## src/rtl/updown_counter_n_pkg.sv

```systemverilog
// Shared encodings for the parametrised up/down LED counter.
package updown_counter_n_pkg;

  localparam logic DIR_UP   = 1'b1;
  localparam logic DIR_DOWN = 1'b0;

  localparam int unsigned MODE_WRAP = 0;
  localparam int unsigned MODE_SAT  = 1;

endpackage

```

## src/rtl/ripple_adder_n.sv

```systemverilog
// W-bit ripple-carry adder built from a chain of single-bit full-adder cells.
module ripple_adder_n #(
  parameter int unsigned W = 8
) (
  input  logic [W-1:0] a,
  input  logic [W-1:0] b,
  input  logic         cin,
  output logic [W-1:0] sum,
  output logic         cout
);

  logic [W:0] carry;

  assign carry[0] = cin;

  for (genvar i = 0; i < W; i++) begin : g_fa
    assign sum[i]     = a[i] ^ b[i] ^ carry[i];
    assign carry[i+1] = (a[i] & b[i]) | (carry[i] & (a[i] ^ b[i]));
  end

  assign cout = carry[W];

endmodule

```

## src/rtl/updown_counter_n.sv

```systemverilog
// Prescaled W-bit up/down counter with step, load, and wrap/saturate limit handling.
module updown_counter_n
  import updown_counter_n_pkg::*;
#(
  parameter int unsigned     W        = 8,
  parameter longint unsigned MAX_VAL  = (64'd1 << W) - 64'd1,
  parameter int unsigned     PRESCALE = 1,
  parameter int unsigned     SATURATE = MODE_WRAP
) (
  input  logic         clk,
  input  logic         rst,
  input  logic         en,
  input  logic         sw,
  input  logic         load,
  input  logic [W-1:0] load_val,
  input  logic [W-1:0] step,
  output logic [W-1:0] leds,
  output logic         tc,
  output logic         at_max,
  output logic         at_min
);

  localparam int unsigned PW       = (PRESCALE > 1) ? $clog2(PRESCALE) : 1;
  localparam logic [PW-1:0] LAST_PRE = PW'(PRESCALE - 1);
  localparam logic [W-1:0]  MAX_W    = W'(MAX_VAL);
  localparam logic [W-1:0]  ZERO_W   = '0;
  localparam logic          SAT_MODE = (SATURATE == MODE_SAT);

  logic [PW-1:0] pre_cnt;
  logic [PW-1:0] pre_nxt;
  logic [W-1:0]  leds_nxt;
  logic          tc_nxt;
  logic          tick;
  logic          up;
  logic [W-1:0]  add_b;
  logic [W-1:0]  sum;
  logic          cout;

  assign up   = (sw == DIR_UP);
  assign tick = en & (pre_cnt == LAST_PRE);

  // Down-count is leds + ~step + 1; a clear carry-out means a borrow.
  assign add_b = up ? step : ~step;

  ripple_adder_n #(.W(W)) u_adder (
    .a    (leds),
    .b    (add_b),
    .cin  (~up),
    .sum  (sum),
    .cout (cout)
  );

  always_comb begin
    leds_nxt = leds;
    tc_nxt   = 1'b0;
    pre_nxt  = pre_cnt;
    if (load) begin
      leds_nxt = (load_val > MAX_W) ? MAX_W : load_val;
      pre_nxt  = '0;
    end else if (en) begin
      pre_nxt = tick ? '0 : pre_cnt + PW'(1);
      if (tick) begin
        if (up) begin
          if (cout || (sum > MAX_W)) begin
            leds_nxt = SAT_MODE ? MAX_W : ZERO_W;
            tc_nxt   = 1'b1;
          end else begin
            leds_nxt = sum;
            tc_nxt   = (sum == MAX_W);
          end
        end else begin
          if (!cout) begin
            leds_nxt = SAT_MODE ? ZERO_W : MAX_W;
            tc_nxt   = 1'b1;
          end else begin
            leds_nxt = sum;
            tc_nxt   = (sum == ZERO_W);
          end
        end
      end
    end
  end

  always_ff @(posedge clk or posedge rst) begin
    if (rst) begin
      leds    <= '0;
      tc      <= 1'b0;
      pre_cnt <= '0;
    end else begin
      leds    <= leds_nxt;
      tc      <= tc_nxt;
      pre_cnt <= pre_nxt;
    end
  end

  assign at_max = (leds == MAX_W);
  assign at_min = (leds == ZERO_W);

endmodule

```

## config.mk

```make
export PLATFORM = sky130hd
export DESIGN_NAME = updown_counter_n
export DESIGN_NICKNAME = d
export VERILOG_FILES = /design/src/rtl/updown_counter_n_pkg.sv /design/src/rtl/ripple_adder_n.sv /design/src/rtl/updown_counter_n.sv
export SDC_FILE = /design/constraint.sdc
export NUM_CORES = 1
export LEC_CHECK = 0
export ABC_AREA = 1
export BUFFER_PORTS_ARGS = -buffer_cell sky130_fd_sc_hd__buf_2
export CELL_PAD_IN_SITES_DETAIL_PLACEMENT = 2
export CELL_PAD_IN_SITES_GLOBAL_PLACEMENT = 2
export CORE_ASPECT_RATIO = 0.5
export CORE_UTILIZATION = 28
export CTS_CLUSTER_SIZE = 20
export DETAILED_ROUTE_END_ITERATION = 10
export PLACE_DENSITY = 0.84
export SLEW_MARGIN = 20
export SYNTH_ARGS = -nofsm -noshare
export SYNTH_HDL_FRONTEND = slang
export SYNTH_SLANG_ARGS = --single-unit
```

## constraint.sdc

```tcl
create_clock -name clk -period 6.5 [get_ports clk]
set_input_delay 0.65 -clock clk [delete_from_list [all_inputs] [get_ports clk]]
set_output_delay 0.65 -clock clk [all_outputs]
set_load 0.05 [all_outputs]
```

==> reports/metrics.cfg <==
[yosys]
synthCells = 112
syn_area_sq_um = 878
yosys.cell_types.count = 21
synth-warning-count = 0
syn_nets = 140
synth-seq-cells = 10
yosysSeqAreaShare_pct = 28.5
synth_top_area_share_pct = 28.5
avgSynthCellArea_sq_um = 7.84
synthTopCellsByArea = dfrtp_1 28%, fa_1 16%, inv_1 8.5%, nor2_1 8.1%, nand2_1 6.4%
yosysTopAreaCell = dfrtp_1

[power]
vdd_drop_max_v = 0.000121
power_leakage_nw = 0.567
power.density_mw_per_mm2 = 345

[outcome]
outcome = complete, no violations

[finish]
n_fill_cell = 337
mostFrequentLayoutCell = buf_2
layout_common_cells = 31 x buf_2, 20 x inv_1, 19 x nor2_1
syn_to_final_growth_pct = 26.4
multi_input_area_sq_um = 532
antenna_cells = 0
drive_gt1_share_pct = 26.9
post-route-util_pct = 39.9
layout.nets = 175
register_area_sq_um = 250

[sta]
worst_slew_pin_slew_ns = 0.392
rsz0062_at_grt = false
setup_tns_ns = 0
setup_violations = 0
fin_crit_sh_pct = 66.4
fin_crit_ns = 4.32
fin_skew_ns = 0.000946
relSlewSlack_pct = 73.6
fmax_mhz = 232
final_max_slew_viol_count = 0
timing.final.hold_violations = 0

[critical_path]
critPathArrivalTime_ns = 4.48
worstSetupPathType = in2reg
cp_max_fo = 11
crit_family = adder cells
startpoint_type = input pin
path_buf_inv = 5
rr_startpoint = leds[0]
worst_path_largest_cell_delay_ns = 0.43
cp_cell_sequence = buf_2 > o21ai_0 > fa_1 > fa_1 > fa_1 > fa_1 > inv_1 > fa_1 > inv_1 > fa_1 > inv_1 > fa_1 > nor2_1 > inv_1 > nand3_1 > o21ai_1 > nand2_1 > o21ai_1
cp_slowest_cell = fa_1
crit_start = sw
crit_top_cell = fa_1
cp-end-kind = flop
crit_required_ns = 6.66

[cts]
clockBufferDepth = 2
cts_tree = built
path_clk_slew_ns = 0.05
cts_root_buf = clkbuf_8
htreeDepth = 1
clock_latency_ns = 0.24
cts.sinks = 10
post_cts_resized = 0
post_cts_buffers = 0
ctsHoldBuffers = 0
cts_buffers = 3

[die]
die_width_um = 81.2
io_pins = 32
initial_core_util_pct = 31.6
die-area_sq_mm = 0.00338
rows = 13
coreArea_sq_mm = 0.00278
dieHeight_um = 41.6

[drt]
vias_per_cell = 4.96
num_vias = 902
routedWlPerCell_um = 16.9
drc_errors = 0
drt_iter0_drc = 35
finalWirelength_um = 3070
ant_nets = 0
dr.pass1.iters = 4

[run]
drv_cap = 0

[min_path]
hold_class = in2async

[place]
port-buffer-count = 31
place_congestion = 0.779
hpwl_um = 2380

[grt]
grt_pass1_vias = 985
grt_pass1_wl_um = 4850
antenna_found_initial = 0
grt_usage_pct = 20.5
grt_max_degree = 12
overflow = 0

## report_power, final
group | total (mW) | switching (mW) | internal (mW)
sequential | 0.0941 | 0.0193 | 0.0748
clock | 0.0661 | 0.0255 | 0.0407
combinational | 0.222 | 0.153 | 0.0693
total | 0.383 | 0.198 | 0.185
## final timing paths
path                           end  slack [ns]  cells past startpoint
hold reg to reg            pre_cnt        0.51                      2
min in group clk           pre_cnt        0.51                      2
setup reg to reg           leds[7]        2.37                     18
max in group asynchronous  leds[3]        5.83                      2
hold / removal             pre_cnt        0.38                      2
setup / recovery           leds[7]        2.18                     18
## layer usage
layer,share of wire [%],GRT usage [%],vias to the layer above
met3,8.4,5.71,6
met2,49,32.9,34
li1,-,-,418
met1,40,25.5,444
met4,2.4,9.64,0
met5,0,0,-
## cell type report
| cell class | instances | share of cell area (%) |
|---|---|---|
| multi-input cells | 79 | 47.9 |
| flip-flops and latches | 10 | 22.5 |
| repair buffers | 31 | 14.0 |
| inverters | 22 | 7.67 |
| well taps | 37 | 4.17 |
| clock buffers | 3 | 3.72 |
## synth_stat cells
library cell / instances
a21oi_1: 6
buf_6: 1
clkinv_1: 1
dfrtp_1: 10
fa_1: 7
inv_1: 20
inv_4: 1
nand2_1: 15
nand2_4: 1
nand2_8: 1
nand3_1: 5
nand4_1: 3
nor2_1: 19
nor2_4: 2
nor3_1: 2
o211ai_1: 1
o21ai_0: 2
o21ai_1: 2
o22ai_1: 6
xnor2_1: 5
xor2_1: 2
## logic make-up (layout without fill, tap and decap cells)
family / after synthesis / after routing / synth area share, %
DFF: 10 / 10 / 28.5
and+or+nand+nor: 48 / 48 / 26.8
adders and majority gates: 7 / 7 / 16.0
buffers and inverters: 23 / 56 / 11.0
AOI/OAI and AO/OA: 17 / 17 / 10.8
xor gates and xnor gates: 7 / 7 / 6.98
## sequential cells by signal (all words and copies together), names as in the netlist
name	count
pre_cnt	1
tc	1
leds	8
## per-stage QoR
step           hold WS (ns)  cells  setup WS [ns]  total power [mW]  cell area [sq um]
5_1_grt               0.429    182           1.92             0.412               1110
3_3_place_gp          0.487    179           2.08             0.299               1070
4_1_cts               0.399    182           2.15             0.387               1110
3_5_place_dp          0.503    179           1.92             0.312               1070
6_report              0.385    182           2.18             0.383               1110
2_1_floorplan         0.474    112           2.50             0.247                878
(Power assumes the default switching activity.)
